===== src/rtl/lcd_pkg.sv =====
// Shared constants and types for the LCD temperature feeder.
// OPER codes, LCD commands, ASCII glyphs, FSM states, BCD helper.
package lcd_pkg;

  localparam logic [1:0] OPER_IDLE  = 2'd0;
  localparam logic [1:0] OPER_CHAR  = 2'd1;
  localparam logic [1:0] OPER_INSTR = 2'd2;

  localparam logic [7:0] CMD_CLEAR     = 8'h01;
  localparam logic [7:0] CMD_SET_DDRAM = 8'h80;

  localparam logic [7:0] CH_DEG   = 8'hDF;
  localparam logic [7:0] CH_ZERO  = 8'h30;
  localparam logic [7:0] CH_T     = 8'h54;
  localparam logic [7:0] CH_EQ    = 8'h3D;
  localparam logic [7:0] CH_PLUS  = 8'h2B;
  localparam logic [7:0] CH_MINUS = 8'h2D;
  localparam logic [7:0] CH_DOT   = 8'h2E;
  localparam logic [7:0] CH_C     = 8'h43;

  typedef enum logic [2:0] {
    S_IDLE,
    S_CONV,
    S_ISSUE,
    S_WAIT_LO,
    S_WAIT_HI
  } feed_state_t;

  // Double-dabble correction: add 3 to every BCD digit >= 5.
  function automatic logic [11:0] dd_adj(input logic [11:0] b);
    logic [11:0] r;
    for (int i = 0; i < 3; i++) begin
      r[4*i +: 4] = (b[4*i +: 4] >= 4'd5)
                  ? b[4*i +: 4] + 4'd3
                  : b[4*i +: 4];
    end
    return r;
  endfunction

endpackage


===== src/rtl/lcd_temp_feeder_bin2bcd.sv =====
// Sequential 9-bit binary to 3-digit BCD converter.
// Double-dabble, one bit per cycle; DONE pulses after 9 shifts.
module bin2bcd
  import lcd_pkg::*;
(
  input  logic       CLK,
  input  logic       RST,
  input  logic       START,
  input  logic [8:0] BIN,
  output logic       DONE,
  output logic [3:0] HUND,
  output logic [3:0] TENS,
  output logic [3:0] ONES
);

  logic [8:0]  sh;
  logic [11:0] bcd;
  logic [11:0] adj;
  logic [3:0]  cnt;
  logic        run;

  assign adj  = dd_adj(bcd);
  assign HUND = bcd[11:8];
  assign TENS = bcd[7:4];
  assign ONES = bcd[3:0];

  // Load on START, then correct-and-shift one input bit per cycle.
  always_ff @(posedge CLK) begin
    if (RST) begin
      sh   <= '0;
      bcd  <= '0;
      cnt  <= '0;
      run  <= 1'b0;
      DONE <= 1'b0;
    end else begin
      DONE <= 1'b0;
      if (START) begin
        sh  <= BIN;
        bcd <= '0;
        cnt <= 4'd9;
        run <= 1'b1;
      end else if (run) begin
        {bcd, sh} <= {adj, sh} << 1;
        cnt       <= cnt - 4'd1;
        if (cnt == 4'd1) begin
          run  <= 1'b0;
          DONE <= 1'b1;
        end
      end
    end
  end

endmodule


===== src/rtl/lcd_temp_feeder.sv =====
// Formats a 1/16 degC sample as "T=sDDD.F<deg>C" and streams it to the LCD.
// Define LCDFEED_CLEAR_EN to send a CLEAR instruction before each line.
module lcd_temp_feeder
  import lcd_pkg::*;
#(
  parameter int          TEMP_W    = 13,
  parameter logic [6:0]  LINE_ADDR = 7'h00,
  parameter logic [23:0] TO_CYC    = 24'd2_400_000
) (
  input  logic                     CLK,
  input  logic                     RST,
  input  logic signed [TEMP_W-1:0] TEMP,
  input  logic                     TEMP_VLD,
  input  logic                     LCD_RDY,
  output logic [7:0]               LCD_DATA,
  output logic [1:0]               LCD_OPER,
  output logic                     LCD_ENB,
  output logic                     BUSY,
  output logic                     TO_ERR
);

`ifdef LCDFEED_CLEAR_EN
  localparam int         NITEMS = 12;
  localparam logic [3:0] BASE   = 4'd1;
`else
  localparam int         NITEMS = 11;
  localparam logic [3:0] BASE   = 4'd0;
`endif
  localparam logic [3:0] LAST = 4'(NITEMS - 1);

  feed_state_t       state;
  logic [3:0]        idx;
  logic [3:0]        slot;
  logic [23:0]       cnt;
  logic [TEMP_W-1:0] temp_q;
  logic [TEMP_W-1:0] pend_temp;
  logic              pend_vld;
  logic              bcd_start;
  logic              bcd_done;
  logic [3:0]        d_hund;
  logic [3:0]        d_tens;
  logic [3:0]        d_ones;

  logic              sgn;
  logic [TEMP_W-1:0] mag;
  logic [8:0]        ipart;
  logic [3:0]        fdig;
  logic [1:0]        item_oper;
  logic [7:0]        item_data;

  // Magnitude is unsigned so the most negative sample stays exact.
  assign sgn   = temp_q[TEMP_W-1];
  assign mag   = sgn ? -temp_q : temp_q;
  assign ipart = 9'(mag >> 4);
  assign fdig  = 4'(({4'h0, mag[3:0]} * 8'd10) >> 4);
  assign slot  = idx - BASE;

  bin2bcd u_bcd (
    .CLK   (CLK),
    .RST   (RST),
    .START (bcd_start),
    .BIN   (ipart),
    .DONE  (bcd_done),
    .HUND  (d_hund),
    .TENS  (d_tens),
    .ONES  (d_ones)
  );

  // Select the byte and operation for the current line position.
  always_comb begin
    item_oper = OPER_CHAR;
    item_data = CH_C;
    unique case (slot)
      4'd0: begin
        item_oper = OPER_INSTR;
        item_data = {1'b1, LINE_ADDR};
      end
      4'd1:  item_data = CH_T;
      4'd2:  item_data = CH_EQ;
      4'd3:  item_data = sgn ? CH_MINUS : CH_PLUS;
      4'd4:  item_data = CH_ZERO + {4'h0, d_hund};
      4'd5:  item_data = CH_ZERO + {4'h0, d_tens};
      4'd6:  item_data = CH_ZERO + {4'h0, d_ones};
      4'd7:  item_data = CH_DOT;
      4'd8:  item_data = CH_ZERO + {4'h0, fdig};
      4'd9:  item_data = CH_DEG;
      4'd10: item_data = CH_C;
      default: begin
        item_oper = OPER_INSTR;
        item_data = CMD_CLEAR;
      end
    endcase
  end

  // Capture, convert, then run the ISSUE/WAIT_LO/WAIT_HI handshake per item.
  always_ff @(posedge CLK) begin
    if (RST) begin
      state     <= S_IDLE;
      idx       <= '0;
      cnt       <= '0;
      temp_q    <= '0;
      pend_temp <= '0;
      pend_vld  <= 1'b0;
      bcd_start <= 1'b0;
      LCD_DATA  <= '0;
      LCD_OPER  <= OPER_IDLE;
      LCD_ENB   <= 1'b0;
      BUSY      <= 1'b0;
      TO_ERR    <= 1'b0;
    end else begin
      LCD_ENB   <= 1'b0;
      bcd_start <= 1'b0;
      if (TEMP_VLD && state != S_IDLE) begin
        pend_vld  <= 1'b1;
        pend_temp <= TEMP;
      end
      unique case (state)
        S_IDLE: begin
          if (TEMP_VLD || pend_vld) begin
            temp_q    <= TEMP_VLD ? TEMP : pend_temp;
            pend_vld  <= 1'b0;
            bcd_start <= 1'b1;
            BUSY      <= 1'b1;
            idx       <= '0;
            state     <= S_CONV;
          end
        end
        S_CONV: begin
          if (bcd_done) state <= S_ISSUE;
        end
        S_ISSUE: begin
          if (LCD_RDY) begin
            LCD_DATA <= item_data;
            LCD_OPER <= item_oper;
            LCD_ENB  <= 1'b1;
            cnt      <= '0;
            state    <= S_WAIT_LO;
          end
        end
        S_WAIT_LO: begin
          if (!LCD_RDY) begin
            cnt   <= '0;
            state <= S_WAIT_HI;
          end else if (cnt == TO_CYC) begin
            TO_ERR   <= 1'b1;
            LCD_OPER <= OPER_IDLE;
            BUSY     <= 1'b0;
            cnt      <= '0;
            state    <= S_IDLE;
          end else begin
            cnt <= cnt + 24'd1;
          end
        end
        S_WAIT_HI: begin
          if (LCD_RDY) begin
            cnt <= '0;
            if (idx == LAST) begin
              LCD_OPER <= OPER_IDLE;
              BUSY     <= 1'b0;
              state    <= S_IDLE;
            end else begin
              idx   <= idx + 4'd1;
              state <= S_ISSUE;
            end
          end else if (cnt == TO_CYC) begin
            TO_ERR   <= 1'b1;
            LCD_OPER <= OPER_IDLE;
            BUSY     <= 1'b0;
            cnt      <= '0;
            state    <= S_IDLE;
          end else begin
            cnt <= cnt + 24'd1;
          end
        end
        default: state <= S_IDLE;
      endcase
    end
  end

endmodule


===== config.mk =====
export PLATFORM = sky130hd
export DESIGN_NAME = lcd_temp_feeder
export DESIGN_NICKNAME = d
export VERILOG_FILES = /design/src/rtl/lcd_pkg.sv /design/src/rtl/lcd_temp_feeder_bin2bcd.sv /design/src/rtl/lcd_temp_feeder.sv
export SDC_FILE = /design/constraint.sdc
export NUM_CORES = 1
export LEC_CHECK = 0
export CORE_ASPECT_RATIO = 1.5
export CORE_MARGIN = 2
export CORE_UTILIZATION = 45
export CTS_CLUSTER_SIZE = 10
export DETAILED_ROUTE_END_ITERATION = 12
export MAX_ROUTING_LAYER = met4
export PLACE_DENSITY_LB_ADDON = 0.05
export SYNTH_ARGS = -nofsm -noshare
export SYNTH_HDL_FRONTEND = slang
export SYNTH_SLANG_ARGS = --single-unit

===== constraint.sdc =====
create_clock -name CLK -period 2.4 [get_ports CLK]
set_input_delay 0.48 -clock CLK [delete_from_list [all_inputs] [get_ports CLK]]
set_output_delay 0.48 -clock CLK [all_outputs]
set_load 0.01 [all_outputs]

==> flow_metrics.py, run 1 <==
metrics = {
    "synth": {
        "synth_edf_count": 0,
        "syn-instance-count": 638,
        "seq_area_frac_synth": 0.3837,
        "ys_seq_elements": 99,
        "avgSynthCellArea_um2": 8.096,
        "ys_warn_count": 0,
        "ys_dominant_reg_cell": "dfxtp_1",
        "async_flop_share": 0,
        "syn_nets": 674,
        "synth_largest_area_cell": "dfxtp_1",
        "synth_top_area_share": 0.3837,
        "synthTopCellsByArea": "dfxtp_1 38%, nand2_1 5.5%, nor2_1 5.1%",
        "synth.distinct_cells": 58,
        "synth.most_common_cell": "dfxtp_1",
        "yosys-top-cells-count": "99 x dfxtp_1, 75 x nand2_1, 70 x nor2_1",
        "syn-cell-area_um2": 5165,
    },
    "clock_network": {
        "clk_pin_slew_ns": 0.07,
        "cts_num_sinks": 99,
        "clock_path_buffers": 2,
        "ctsHtreeMaxLevel": 3,
        "cts_buffers": 9,
        "clk_latency_ns": 0.34,
        "clockRootBuffer": "clkbuf_16",
        "cts_tree": "done",
        "hold_buffers": 0,
    },
    "worst_hold_path": {
        "hold_depth": 2,
        "worstHoldEndpoint": "pend_temp[10]$_SDFFE_PP0P_",
        "min_from": "pend_temp[10]$_SDFFE_PP0P_",
        "holdCritPathClass": "reg2reg",
    },
    "flow_run": {
        "maxCapViolations": 0,
    },
    "route": {
        "drt_iter0_drc": 226,
        "drt-vias-per-instance": 5.544,
        "dr_total_vias": 4635,
        "drt_wl_total_mm": 12.52,
        "drc": 0,
        "firstDrtPassIters": 5,
        "antenna_left": 0,
        "routedWlPerCell_um": 14.98,
    },
    "floorplan": {
        "num_rows": 47,
        "die_y_um": 135.2,
        "dieWidth_um": 91.48,
        "dieArea_um2": 12370,
        "core_um2": 11110,
        "start_util": 0.4647,
        "io_pins": 30,
    },
    "global_routing": {
        "antenna_found_initial": 0,
        "first_global_vias": 4515,
        "overflow": 0,
        "grt_max_degree": 38,
        "grt_pass1_wl_mm": 20.68,
        "grtUsageTotal": 0.2093,
    },
    "setup_path": {
        "cp_data_arrival_time_ns": 2.59,
        "crit_chain": "o31ai_4, xnor2_1, ha_1, ha_4, fa_1, nand2_1, nand2_1, o2bb2ai_2, a221oi_2, nor3_1",
        "cp_slowest_cell": "fa_1",
        "crit_path_max_fanout": 3,
        "crit_family": "adder cells",
        "r2r-end": "LCD_DATA[1]$_SDFFE_PP0P_",
        "crit_path_start_kind": "flip-flop",
        "ff2ff_path_depth": 10,
        "r2r-start": "temp_q[1]$_SDFFE_PP0P_",
        "reg2reg_slack_ns": 0.02,
        "path_class": "reg2reg",
        "worstSetupEndpointType": "flip-flop",
        "cp_data_required_time_ns": 2.61,
        "worst-path-buf-inv": 0,
        "slowest_delay_ns": 0.44,
        "crit_top_cell": "nand2_1",
    },
    "power": {
        "power.density_nw_per_um2": 586.6,
        "cellLeakagePower_nw": 2.248,
        "ir_drop_mv": 0.3819,
    },
    "place": {
        "pre_cts_ws_ns": -0.1132,
        "dp_hpwl_mm": 9.137,
        "io_buffer_count": 29,
        "dpl_cell_area_um2": 5844,
        "gp_congestion": 0.8903,
    },
    "sta": {
        "relSlewSlack": 0.5092,
        "setup_ws_ns": 0.01867,
        "hold_viol": 0,
        "fin_skew_ns": 0.006585,
        "period_share": 0.9922,
        "rsz0062_at_grt": "true",
        "worst_pin_slew_ns": 0.7352,
        "fmax_mhz": 419.9,
        "holdWs_ns": 0.4527,
        "fin_crit_ns": 2.381,
        "tns_ns": 0,
        "drv_slew": 0,
        "setup_violations": 0,
    },
    "cells_and_area": {
        "final_util": 0.5605,
        "diodes": 0,
        "syn2layout_area_growth_pct": 20.62,
        "nNetsFinal": 721,
        "design_area_um2": 6230,
        "layout-drive-gt1-share": 0.1277,
    },
    "outcome": {
        "status": "finished clean",
    },
}
[stage by stage]
step                cells  power, mW
global placement      819      2.214
CTS                   836      3.684
finish                836      3.654
global route          836      3.814
detailed placement    819      2.226
floorplan             638      2.077
[logic make-up (layout without fill, tap and decap cells)]
family / Yosys count / count (layout) / synth area share
mux: 24 / 24 / 0.04700
flops: 99 / 99 / 0.3837
simple gates: 252 / 252 / 0.2333
fa+ha+maj: 19 / 19 / 0.04748
compound gates: 151 / 151 / 0.1914
buf+inv: 63 / 114 / 0.04627
xor+xnor: 30 / 30 / 0.05087
[layout by cell type (no fill, tap or decap), types with 3 or more instances in the layout]
| cell type | Yosys | layout |
|---|---|---|
| inv_1 | 21 | 19 |
| nor4_1 | 11 | 11 |
| clkbuf_16 | 0 | 9 |
| nor2b_1 | 9 | 9 |
| ha_1 | 18 | 16 |
| nand2_1 | 75 | 74 |
| xor2_1 | 9 | 9 |
| or3_1 | 7 | 7 |
| mux2i_1 | 22 | 22 |
| nor3_1 | 17 | 16 |
| a21oi_1 | 41 | 41 |
| nand3b_1 | 4 | 4 |
| a21o_1 | 5 | 5 |
| or4_1 | 11 | 10 |
| nand2b_1 | 6 | 6 |
| o21ai_0 | 25 | 24 |
| or2_2 | 3 | 3 |
| nand3_1 | 23 | 23 |
| clkdlybuf4s50_1 | 0 | 28 |
| o211ai_1 | 3 | 3 |
| a31oi_1 | 7 | 7 |
| o22ai_1 | 3 | 3 |
| xnor2_1 | 21 | 20 |
| a211oi_1 | 34 | 34 |
| nand4_1 | 4 | 4 |
| nor2_1 | 70 | 70 |
| dfxtp_1 | 99 | 96 |
| buf_4 | 0 | 48 |
| o21a_1 | 4 | 4 |
| o31ai_1 | 5 | 4 |
| a22oi_1 | 5 | 5 |
[power by group]
group	total, mW	internal (mW)	switching [mW]
registers	1.76	1.70	0.0591
clock network	1.44	0.811	0.629
logic	0.452	0.209	0.244
[layout make-up]
class	instances	area (µm²)
well taps	147	183.9
inverters	21	81.33
clock inverters	5	61.31
clock buffers	10	229.0
flip-flops and latches	99	1991
multi-input cells	476	3018
fillers	1022	4885
repair buffers	78	665.6
[worst max path at each step]
stage | from | endpoint | cells past startpoint
2_1_floorplan | temp_q[1]$_SDFFE_PP0P_ | LCD_DATA[1]$_SDFFE_PP0P_ | 12
3_3_place_gp | temp_q[1]$_SDFFE_PP0P_ | LCD_DATA[1]$_SDFFE_PP0P_ | 12
3_5_place_dp | temp_q[1]$_SDFFE_PP0P_ | LCD_DATA[1]$_SDFFE_PP0P_ | 12
4_1_cts | temp_q[0]$_SDFFE_PP0P_ | LCD_DATA[1]$_SDFFE_PP0P_ | 12
5_1_grt | temp_q[0]$_SDFFE_PP0P_ | LCD_DATA[1]$_SDFFE_PP0P_ | 12
6_report | temp_q[1]$_SDFFE_PP0P_ | LCD_DATA[1]$_SDFFE_PP0P_ | 10
[metal layers]
layer / global-route usage / up-vias / wire (µm) / part of all wire
li1: - / 2373 / - / -
met1: 0.2272 / 2171 / 5160 / 0.41
met2: 0.3828 / 70 / 6771 / 0.54
met3: 0.02838 / 21 / 322 / 0.026
met4: 0.08249 / 0 / 267 / 0.021
met5: - / - / 0 / 0
[sequential cells by signal, summed over array words and instances, names as in the netlist, 2 cells and up]
| register | flops |
|---|---|
| idx | 4 |
| u_bcd.bcd | 12 |
| u_bcd.cnt | 4 |
| temp_q | 13 |
| LCD_OPER | 2 |
| cnt | 24 |
| u_bcd.sh | 9 |
| LCD_DATA | 8 |
| state | 3 |
| pend_temp | 13 |
[worst register-to-register path, delay by kind of cell, from the launching register on]
kind | cells | cell delay [ns]
xor+xnor | 1 | 0.12
fa+ha+maj | 3 | 0.97
compound gates | 3 | 0.60
flops | 1 | 0.36
simple gates | 3 | 0.21
[repair_timing]
| action | 4_1_cts | 5_1_grt |
|---|---|---|
| gates resized for setup | 10 | 10 |
| setup buffers | 2 | 0 |
| pin swaps | 7 | 8 |
| cloned | 0 | 0 |
| endpoints found under the setup margin | 1 | 11 |
(Power assumes the default switching activity.)
==> run 2, diff against run 1 <==
PLACE_DENSITY = 0.61   (was not set)
PLACE_DENSITY_LB_ADDON = not set   (was 0.05)
==> run 2 against run 1 <==
Worst setup slack better by 0.00063 ns. Clock power up 12%. Critical path depth up 2.
==> flow_metrics.py, run 2 (same netlist as run 1, synthesis figures left out) <==
metrics = {
    "outcome": {
        "status": "finished clean",
    },
    "setup_path": {
        "crit_path_start_kind": "flip-flop",
        "worst-path-buf-inv": 1,
        "crit_family": "adder cells",
        "cp_slowest_cell": "fa_1",
        "crit_path_max_fanout": 4,
        "slowest_delay_ns": 0.43,
        "crit_top_cell": "nand2_1",
        "cp_data_required_time_ns": 2.62,
        "worstSetupEndpointType": "flip-flop",
        "crit_chain": "inv_2, ha_4, nand2_2, o21ai_2, ha_1, ha_2, fa_1, nand2_1, nand2_1, o2bb2ai_2, a221oi_2, nor3_1",
        "path_class": "reg2reg",
        "cp_data_arrival_time_ns": 2.60,
    },
    "cells_and_area": {
        "finalNonFillerCells": 834,
        "largest-register": "cnt",
        "top_regs": "cnt (24), pend_temp (13), temp_q (13)",
        "syn2layout_area_growth_pct": 20.78,
        "final_cell_mix": "96 x dfxtp_1, 74 x nand2_1, 70 x nor2_1",
        "mostFrequentLayoutCell": "dfxtp_1",
        "layout-drive-gt1-share": 0.1266,
        "nNetsFinal": 718,
        "largest_register_ffs": 24,
        "diodes": 0,
    },
    "clock_network": {
        "cts_tree": "done",
        "clk_pin_slew_ns": 0.07,
        "cts_buffers": 9,
        "cts_num_sinks": 99,
        "clk_latency_ns": 0.35,
        "clockRootBuffer": "clkbuf_16",
        "ctsHtreeMaxLevel": 3,
        "clock_path_buffers": 2,
    },
    "global_routing": {
        "grt_pass1_wl_mm": 20.38,
        "first_global_vias": 4374,
        "grtUsageTotal": 0.2067,
        "antenna_found_initial": 0,
        "overflow": 0,
        "grt_max_degree": 45,
    },
    "floorplan": {
        "die_y_um": 135.2,
        "start_util": 0.4647,
        "dieArea_um2": 12370,
        "io_pins": 30,
        "dieWidth_um": 91.48,
        "core_um2": 11110,
        "num_rows": 47,
    },
    "sta": {
        "rsz0062_at_grt": "true",
        "fmax_mhz": 420.0,
        "setup_ws_ns": 0.01930,
        "drv_slew": 0,
        "fin_skew_ns": 0.008862,
        "period_share": 0.9920,
        "fin_crit_ns": 2.381,
        "worst_pin_slew_ns": 0.5755,
        "setup_violations": 0,
        "relSlewSlack": 0.6064,
        "hold_viol": 0,
        "tns_ns": 0,
    },
    "route": {
        "routedWlPerCell_um": 14.77,
        "antenna_left": 0,
        "drt_iter0_drc": 225,
        "drc": 0,
        "firstDrtPassIters": 4,
        "drt-vias-per-instance": 5.519,
        "dr_total_vias": 4603,
        "drt_wl_total_mm": 12.32,
    },
    "place": {
        "pre_cts_ws_ns": -0.1169,
        "gp_congestion": 0.8555,
        "io_buffer_count": 29,
        "placed_cells": 815,
        "dp_hpwl_mm": 8.902,
    },
    "power": {
        "power.density_nw_per_um2": 616.4,
        "ir_drop_mv": 0.3618,
        "cellLeakagePower_nw": 2.260,
        "p_total_mw": 3.846,
    },
    "flow_run": {
        "maxCapViolations": 0,
    },
    "worst_hold_path": {
        "holdCritPathClass": "reg2reg",
    },
}
## run 2: final timing paths
kind | start | to | slack, ns | cells after the start
setup / recovery | temp_q[0]$_SDFFE_PP0P_ | LCD_DATA[1]$_SDFFE_PP0P_ | 0.02 | 12
hold / removal | pend_temp[6]$_SDFFE_PP0P_ | pend_temp[6]$_SDFFE_PP0P_ | 0.45 | 2
setup reg to reg | temp_q[0]$_SDFFE_PP0P_ | LCD_DATA[1]$_SDFFE_PP0P_ | 0.02 | 12
hold reg to reg | pend_temp[6]$_SDFFE_PP0P_ | pend_temp[6]$_SDFFE_PP0P_ | 0.45 | 2
## run 2: worst min-delay path, delay by kind of cell, from the launching register on
kind	cells	cell delay (ns)
AO/OA/AOI/OAI	1	0.05
flip-flops	1	0.31
AND/OR/NAND/NOR	1	0.05
## run 2: area by class of cell
| class | count | area, µm² |
|---|---|---|
| clock inverter | 3 | 68.82 |
| tap | 147 | 183.9 |
| fill | 1007 | 4876 |
| timing repair buffer | 75 | 630.6 |
| inverter | 21 | 78.83 |
| sequential | 99 | 1991 |
| clock buffer | 13 | 270.3 |
| multi-input combinational | 476 | 3015 |
## run 2: layer usage
metal,share of wire,up-vias,track usage
li1,-,2354,-
met1,0.42,2173,0.2333
met2,0.53,54,0.3632
met3,0.016,22,0.02003
met4,0.031,0,0.1027
met5,0,-,-
## run 2: what timing repair did
item | in CTS | in global routing
hold endpoints to repair | 0 | 0
buffers inserted | 2 | 1
setup endpoints to repair | 1 | 4
resized for setup | 6 | 14
pin swaps | 5 | 6
hold buffers | 0 | 0
## run 2: where the power goes
group | internal (mW) | total [mW] | switching, mW
Sequential | 1.70 | 1.76 | 0.0562
Combinational | 0.213 | 0.462 | 0.250
Clock | 1.00 | 1.62 | 0.622
## run 2: metrics by stage
step	hold WS, ns	cell area, µm²	util
final	0.4540	6238	0.5613
after global routing	0.4777	6238	0.5613
after CTS	0.4558	6173	0.5554
after detailed placement	0.4466	5802	0.5220
after global placement	0.4408	5802	0.5220
after floorplan	0.4357	5165	-
==> run 3, diff against run 2 <==
CAP_MARGIN = 10   (was not set)
==> results of run 3 <==
Same layout as run 2: the final DEF is identical, and so are final timing and power.
